$ cat config.mk
export PLATFORM = sky130hd
export DESIGN_NAME = register_write_arbiter_flat
export DESIGN_NICKNAME = d
export VERILOG_FILES = /design/src/rtl/register_write_arbiter_pkg.sv /design/src/rtl/register_write_arbiter_if.sv /design/src/rtl/register_write_arbiter_rr.sv /design/src/rtl/register_write_arbiter.sv /design/src/flat_wrapper.sv
export SDC_FILE = /design/constraint.sdc
export NUM_CORES = 1
export LEC_CHECK = 0
export ABC_AREA = 1
export ABC_CLOCK_PERIOD_IN_PS = 2140
export BUFFER_PORTS_ARGS = -buffer_cell sky130_fd_sc_hd__buf_2
export CORE_UTILIZATION = 25
export CTS_BUF_LIST = sky130_fd_sc_hd__clkbuf_8
export CTS_CLUSTER_DIAMETER = 150
export DETAILED_ROUTE_END_ITERATION = 16
export GPL_ROUTABILITY_DRIVEN = 0
export PLACE_DENSITY = 0.6
export SLEW_MARGIN = 15
export SYNTH_ARGS = -nofsm -noshare
export SYNTH_HDL_FRONTEND = slang
export SYNTH_HIERARCHICAL = 1
export SYNTH_SLANG_ARGS = --single-unit
$ cat constraint.sdc
create_clock -name clk -period 2.14 [get_ports clk]
set_clock_uncertainty 0.05 [all_clocks]
set_input_delay 0.214 -clock clk [delete_from_list [all_inputs] [get_ports clk]]
set_output_delay 0.214 -clock clk [all_outputs]
set_load 0.02 [all_outputs]
$ cat src/rtl/register_write_arbiter_pkg.sv
// write_arb_pkg: shared constants and helpers for register_write_arbiter.
// The optional stall counter (WRITE_ARB_STALL_COUNT_EN) uses STALL_COUNT_WIDTH.
package write_arb_pkg;

  localparam int STALL_COUNT_WIDTH = 16;

  // Widest packed per-requester bus and widest single field field_slice handles.
  localparam int FIELD_VEC_BITS = 256;
  localparam int FIELD_MAX_BITS = 32;

  // Extract field idx of width fw from a packed vector (field i at [i*fw +: fw]).
  function automatic logic [FIELD_MAX_BITS-1:0] field_slice(
    input logic [FIELD_VEC_BITS-1:0] vec,
    input int                        idx,
    input int                        fw
  );
    logic [FIELD_MAX_BITS-1:0] mask;
    mask = ~({FIELD_MAX_BITS{1'b1}} << fw);
    return FIELD_MAX_BITS'(vec >> (idx * fw)) & mask;
  endfunction

  // Pointer value after reset: the last requester, so requester 0 is searched first.
  function automatic int reset_ptr(input int n);
    return n - 1;
  endfunction

endpackage

$ cat src/rtl/register_write_arbiter_if.sv
// register_write_arbiter_if: requester-side write bus and register-bank strobes.
// master = requesters/bench, slave = the arbiter.
interface register_write_arbiter_if
  import write_arb_pkg::*;
#(
  parameter int NUM_REQ    = 2,
  parameter int NUM_REGS   = 16,
  parameter int ADDR_WIDTH = 4,
  parameter int WIDTH      = 8
);

  logic [NUM_REQ-1:0]            req;
  logic [NUM_REQ*ADDR_WIDTH-1:0] req_addr;
  logic [NUM_REQ*WIDTH-1:0]      req_data;
  logic [NUM_REQ-1:0]            ack;
  logic [NUM_REGS-1:0]           write_enable;
  logic [WIDTH-1:0]              d;
  logic                          busy;

  modport master (
    output req, req_addr, req_data,
    input  ack, write_enable, d, busy
  );

  modport slave (
    input  req, req_addr, req_data,
    output ack, write_enable, d, busy
  );

endinterface

$ cat src/rtl/register_write_arbiter_rr.sv
// round_robin_arbiter: masks requesters that are in their ack cycle, searches
// from the requester after the last one served, and remembers the winner.
module round_robin_arbiter
  import write_arb_pkg::*;
#(
  parameter int N = 2
) (
  input  logic         clk,
  input  logic         reset,
  input  logic [N-1:0] req,
  input  logic [N-1:0] mask,
  output logic [N-1:0] grant,
  output logic         valid
);

  localparam int PW = (N > 1) ? $clog2(N) : 1;

  logic [PW-1:0] ptr;
  logic [PW-1:0] grant_idx;
  logic [PW-1:0] idx_k;
  logic [N-1:0]  eligible;

  // A requester still holding req during its own ack is not eligible again.
  assign eligible = req & ~mask;

  // Rotating search: first eligible requester at ptr+1, ptr+2, ... wrapping.
  always_comb begin
    grant     = '0;
    valid     = 1'b0;
    grant_idx = ptr;
    idx_k     = '0;
    for (int k = 1; k <= N; k++) begin
      idx_k = PW'((int'(ptr) + k) % N);
      if (!valid && eligible[idx_k]) begin
        valid            = 1'b1;
        grant_idx        = idx_k;
        grant[idx_k]     = 1'b1;
      end
    end
  end

  // Pointer follows the last grant; a grant made during reset is discarded.
  always_ff @(posedge clk) begin
    if (reset) begin
      ptr <= PW'(reset_ptr(N));
    end else if (valid) begin
      ptr <= grant_idx;
    end
  end

endmodule

$ cat src/rtl/register_write_arbiter.sv
// register_write_arbiter: round-robin sharing of one register bank between
// NUM_REQ requesters. Grants are registered into one-cycle ack/write_enable
// pulses; out-of-range addresses are acked but never strobe a register.
// Optional: define WRITE_ARB_STALL_COUNT_EN to add the saturating stall_count output.
module register_write_arbiter
  import write_arb_pkg::*;
#(
  parameter int NUM_REQ    = 2,
  parameter int NUM_REGS   = 16,
  parameter int ADDR_WIDTH = 4,
  parameter int WIDTH      = 8
) (
  input logic                     clk,
  input logic                     reset,
  register_write_arbiter_if.slave bus
`ifdef WRITE_ARB_STALL_COUNT_EN
  ,
  output logic [STALL_COUNT_WIDTH-1:0] stall_count
`endif
);

  logic [NUM_REQ-1:0]    grant;
  logic                  grant_valid;
  int                    grant_num;
  logic [ADDR_WIDTH-1:0] grant_addr;
  logic [WIDTH-1:0]      grant_data;
  logic [NUM_REGS-1:0]   we_next;

  logic [NUM_REQ-1:0]    ack_q;
  logic [NUM_REGS-1:0]   we_q;
  logic [WIDTH-1:0]      d_q;

  round_robin_arbiter #(.N(NUM_REQ)) u_rr (
    .clk   (clk),
    .reset (reset),
    .req   (bus.req),
    .mask  (ack_q),
    .grant (grant),
    .valid (grant_valid)
  );

  // Turn the one-hot grant into an index and pick that requester's fields.
  always_comb begin
    grant_num = 0;
    for (int i = 0; i < NUM_REQ; i++) begin
      if (grant[i]) grant_num = i;
    end
    grant_addr = ADDR_WIDTH'(field_slice(FIELD_VEC_BITS'(bus.req_addr), grant_num, ADDR_WIDTH));
    grant_data = WIDTH'(field_slice(FIELD_VEC_BITS'(bus.req_data), grant_num, WIDTH));
  end

  // Address decode; addresses at or beyond NUM_REGS match no strobe.
  always_comb begin
    we_next = '0;
    for (int r = 0; r < NUM_REGS; r++) begin
      if (grant_valid && (int'(grant_addr) == r)) we_next[r] = 1'b1;
    end
  end

  // Output registers: strobes last one cycle, d keeps the last written value.
  always_ff @(posedge clk) begin
    if (reset) begin
      ack_q <= '0;
      we_q  <= '0;
      d_q   <= '0;
    end else begin
      ack_q <= grant;
      we_q  <= we_next;
      if (grant_valid) d_q <= grant_data;
    end
  end

  assign bus.ack          = ack_q;
  assign bus.write_enable = we_q;
  assign bus.d            = d_q;
  assign bus.busy         = (|ack_q) | (|we_q);

`ifdef WRITE_ARB_STALL_COUNT_EN
  logic [NUM_REQ-1:0] stalled;

  assign stalled = bus.req & ~ack_q & ~grant;

  // Count cycles where some eligible requester lost arbitration; saturate.
  always_ff @(posedge clk) begin
    if (reset) begin
      stall_count <= '0;
    end else if ((|stalled) && (stall_count != {STALL_COUNT_WIDTH{1'b1}})) begin
      stall_count <= stall_count + 1'b1;
    end
  end
`endif

endmodule

$ cat src/flat_wrapper.sv
// flat-port wrapper written by rule: the top's interface ports become plain ports
module register_write_arbiter_flat import write_arb_pkg::*;
#(
  parameter int NUM_REQ    = 2,
  parameter int NUM_REGS   = 16,
  parameter int ADDR_WIDTH = 4,
  parameter int WIDTH      = 8
)
  (clk, reset, bus_req, bus_req_addr, bus_req_data, bus_ack, bus_write_enable, bus_d, bus_busy);
  register_write_arbiter_if #(.NUM_REQ(NUM_REQ), .NUM_REGS(NUM_REGS), .ADDR_WIDTH(ADDR_WIDTH), .WIDTH(WIDTH)) bus_i ();
  input logic clk;
  input logic reset;
  input wire logic [$bits(bus_i.req)-1:0] bus_req;
  input wire logic [$bits(bus_i.req_addr)-1:0] bus_req_addr;
  input wire logic [$bits(bus_i.req_data)-1:0] bus_req_data;
  output wire logic [$bits(bus_i.ack)-1:0] bus_ack;
  output wire logic [$bits(bus_i.write_enable)-1:0] bus_write_enable;
  output wire logic [$bits(bus_i.d)-1:0] bus_d;
  output wire logic [$bits(bus_i.busy)-1:0] bus_busy;
  assign bus_i.req = bus_req;
  assign bus_i.req_addr = bus_req_addr;
  assign bus_i.req_data = bus_req_data;
  assign bus_ack = bus_i.ack;
  assign bus_write_enable = bus_i.write_enable;
  assign bus_d = bus_i.d;
  assign bus_busy = bus_i.busy;
  register_write_arbiter #(.NUM_REQ(NUM_REQ), .NUM_REGS(NUM_REGS), .ADDR_WIDTH(ADDR_WIDTH), .WIDTH(WIDTH)) u_core (.clk(clk), .reset(reset), .bus(bus_i));
endmodule
==> results.md <==
Run status:
- The run finished with clean final reports.

Setup path:
- Broken down by cell family, the worst path's largest delay share belongs to simple AND/OR/NAND/NOR gates.
- STA classifies the critical path endpoint as an output pin.
- The critical path goes through or2_2, nor2_1, nand3_1, buf_2.
- Counting both buffers and inverters, the worst setup path holds a total of 1.
- The maximum fanout count along the critical path is 5.
- The startpoint kind of the worst setup timing path is a flop.
- The cell with the largest stage delay on the worst path is dfxtp_1.
- The highest cell delay on the worst timing path is 0.35 ns.
- Data on the critical path arrives at its endpoint at 1.26 ns.
- The type of the worst setup path is reg2out.
- STA puts the critical path data required time at ~1.9 ns.

Timing:
- Counting I/O delays and the setup requirement, the final critical path takes roughly 1.5 ns.
- Setup repair after global routing left no endpoint under its margin.
- In the final timing run, aggregate negative setup slack is 0 ns.
- For this run, the top clock speed supported by timing is 655 MHz.
- The final period utilization is 71.3%.
- Hold is met by 0.135 ns.
- Across all setup checks in the final design, the least slack found is 0.614 ns.
- The total count of hold-check failures in the final report came to 0.
- The final-report max-slew violation count was 0.
- The slew at the pin closest to its max-slew limit is 0.289 ns.
- Setup violations remaining at the end of the flow were counted as 0.
- The worst slew margin relative to its limit is approximately four fifths.

Logic synthesis:
- The synthesized design contains 0 enable-type register cells.
- The average cell area after synthesis is 7.56 um^2.
- The sequential area share after synthesis is 48.0%.
- Among all flip-flop cells after synthesis, the most frequent one is dfxtp_1.
- Counting flops with an async set or reset pin after synthesis yields a share of 0%.
- Counting flops and latches in the post-synthesis netlist gives 27.
- The count of unique library cells instantiated by Yosys is 16.
- The total of warnings raised by yosys is 6.
- In this run the cell area of the synthesized design comes to around 1100 um^2.
- The share of Yosys cell area claimed by the top area cell type is 48.0%.
- The synthesized net count is 177.
- The synthesized design spends more area on one cell type than any other, namely dfxtp_1.
- In the synthesized netlist, the number of instances is between 100 and 150.
- Sorting the synthesized cells by area gives the leading types as dfxtp_1 48%, nor2_1 9.7%, nand2_1 9.3%, a21oi_1 7.1%, inv_1 4.7%.
- After synthesis, the most frequently instantiated cells are 29 x nor2_1, 28 x nand2_1, 27 x dfxtp_1.
- nor2_1 is the most common cell in the netlist.

Place:
- The HPWL reported at the end of detailed placement is 2180 um.
- The worst setup timing slack at the placement stage is 0.649 ns.
- The number of port buffers is 54.

Floorplan:
- The die outline width is about 69 um.
- The number of rows in the core area is 24.
- The area of the die is between 4000 and 5000 um^2.
- In this run the vertical extent of the chip is slightly below 70 um.
- 55 I/O pins were placed.
- The placeable core region is 4350 um^2.
- The effective utilization at floorplan is 25.9%.

GRT:
- After global routing the overflow that remains totals 0.
- Global routing used 20.4% of the available met2 tracks.
- In this run the most used layer during global routing was met2.
- The met1 routing resource usage after global routing is 13.1%.
- Global routing used 2.63% of the available met3 tracks.
- For this run, the total global-route usage over all layers was measured as about 12%.
- The number of global-route vias before repair is ~1000.
- The first global-routing pass estimated between 4000 and 5000 um of wire.
- The number of antenna violations at the first check in global routing is 0.
- Entering global routing, the biggest net connects 17 pins.

Clock network:
- The cell sitting at the root of the clock tree is a clkbuf_8.
- Buffers added to address setup during post-CTS repair amount to 0.
- The number of buffers inserted for hold repair after clock tree synthesis is 0.
- The later-pin clock latency in the skew report is ~0.27 ns.
- CTS built an H-tree with a depth of 1.
- The tree built by TritonCTS fans out to 27 sinks.
- The number of gates resized after CTS is 0.
- The maximum buffer depth of the clock tree is 2.
- TritonCTS built the clock tree.
- Clock-pin slew was measured on the worst setup and hold paths at around 0.09 ns.
- The number of clock buffers inserted by TritonCTS is 3.

Route:
- The wire length after detailed routing is 2670 um.
- The per-cell via count in the routed design is 4.16.
- The remaining number of nets flagged by the antenna check after routing is 0.
- In the final routed layout, each cell accounts on average for 10.3 um.
- The remaining design rule violation count is 0.
- The total number of vias is 1077.
- The number of optimization iterations in the first detailed-route pass is 4.
- The initial DRC count is 23.

Cells and area:
- The count of antenna diodes in the layout is 0.
- Cells with a size suffix above 1 make up 38.2% of the layout.
- The final layout contains between 200 and 250 nets.
- The layout-stage area growth over the synthesis result is 33.4%.

Run:
- The max capacitance violation total is 0.

Power and ir drop:
- The maximum VDD drop is 0.218 mV.
- The internal power contribution is approximately 0.74 mW.
- The share of total power dissipated in sequential elements is 51.0%.
- The leakage dissipation is 0.816 nW.
- The switching share of total power is 29.9%.
- Summed over all nets, the switching power comes to 0.317 mW.
- The part of the power in combinational logic is a little over a fifth.
- Power spread over the standard cell area amounts to 706 nW/um^2.
- The clock network accounts for 27.1% of the total power.

Hold path:
- The path class of the tightest hold or removal check is in2reg.
-- final timing paths --
check,startpoint,endpoint,slack (ns),cells past startpoint
worst min register to register,u_core/u_rr/ptr,u_core/u_rr/ptr,0.44,2
worst min-delay path,bus_req_data[3],u_core/bus.d[3],0.14,3
worst max register to register,u_core/bus.ack[1],u_core/bus.write_enable[1],0.66,9
worst max-delay path,u_core/bus.ack[1],bus_busy,0.61,4
-- area by class of cell --
class	instances	area (um^2)
clock buffers	3	41.3
repair buffers	56	285
well taps	52	65.1
multi-input cells	102	493
inverters	18	70.1
fillers	478	2850
clock inverters	1	7.51
flip-flops and latches	27	541
-- cell usage in the layout (no fill, tap or decap), drive strengths merged --
cell      instances
buf              56
clkbuf            3
clkinvlp          1
a21oi            16
dfxtp            27
and2              1
inv              18
o21ai             9
nand2            37
nor2             30
or2               1
nand3             8
-- registers in the layout, indices dropped and copies added (netlist names) --
name,flops
u_core/bus.ack,2
u_core/bus.d,8
u_core/bus.write_enable,16
u_core/u_rr/ptr,1
-- worst register-to-register path, delay by kind of cell (launching register included) --
kind,cells,cell delay [ns]
flops,1,0.35
buf+inv,3,0.49
simple gates,6,0.53
-- layer usage --
| metal | share of wire, % | routed length [um] | vias to the layer above |
|---|---|---|---|
| li1 | - | - | 580 |
| met1 | 43 | 1150 | 473 |
| met2 | 51 | 1360 | 22 |
| met3 | 4.8 | 129 | 2 |
| met4 | 1.3 | 35 | 0 |
| met5 | 0 | 0 | - |
-- metrics by stage --
step / area (um^2) / instances / util, % / power (mW)
floorplan: 1130 / 149 / - / 0.709
global placement: 1450 / 255 / 33.4 / 0.784
detailed placement: 1450 / 255 / 33.4 / 0.787
CTS: 1500 / 259 / 34.5 / 1.07
global route: 1500 / 259 / 34.5 / 1.13
finish: 1500 / 259 / 34.5 / 1.06
-- logic make-up after synthesis --
logic type             after synthesis  share of synthesized area [%]
flip-flops                          27                           48.0
AO/OA/AOI/OAI                       25                           11.1
AND/OR/NAND/NOR                     77                           32.7
buffers and inverters               20                           8.22
-- power by group through the flow --
stage	Sequential (mW)	Combinational, mW	Clock [mW]
2_1_floorplan	0.581	0.128	0
3_3_place_gp	0.552	0.232	0
3_5_place_dp	0.553	0.234	0
4_1_cts	0.542	0.235	0.297
5_1_grt	0.545	0.260	0.320
6_report	0.541	0.232	0.288
No activity file was read; power rests on OpenSTA's default activity.
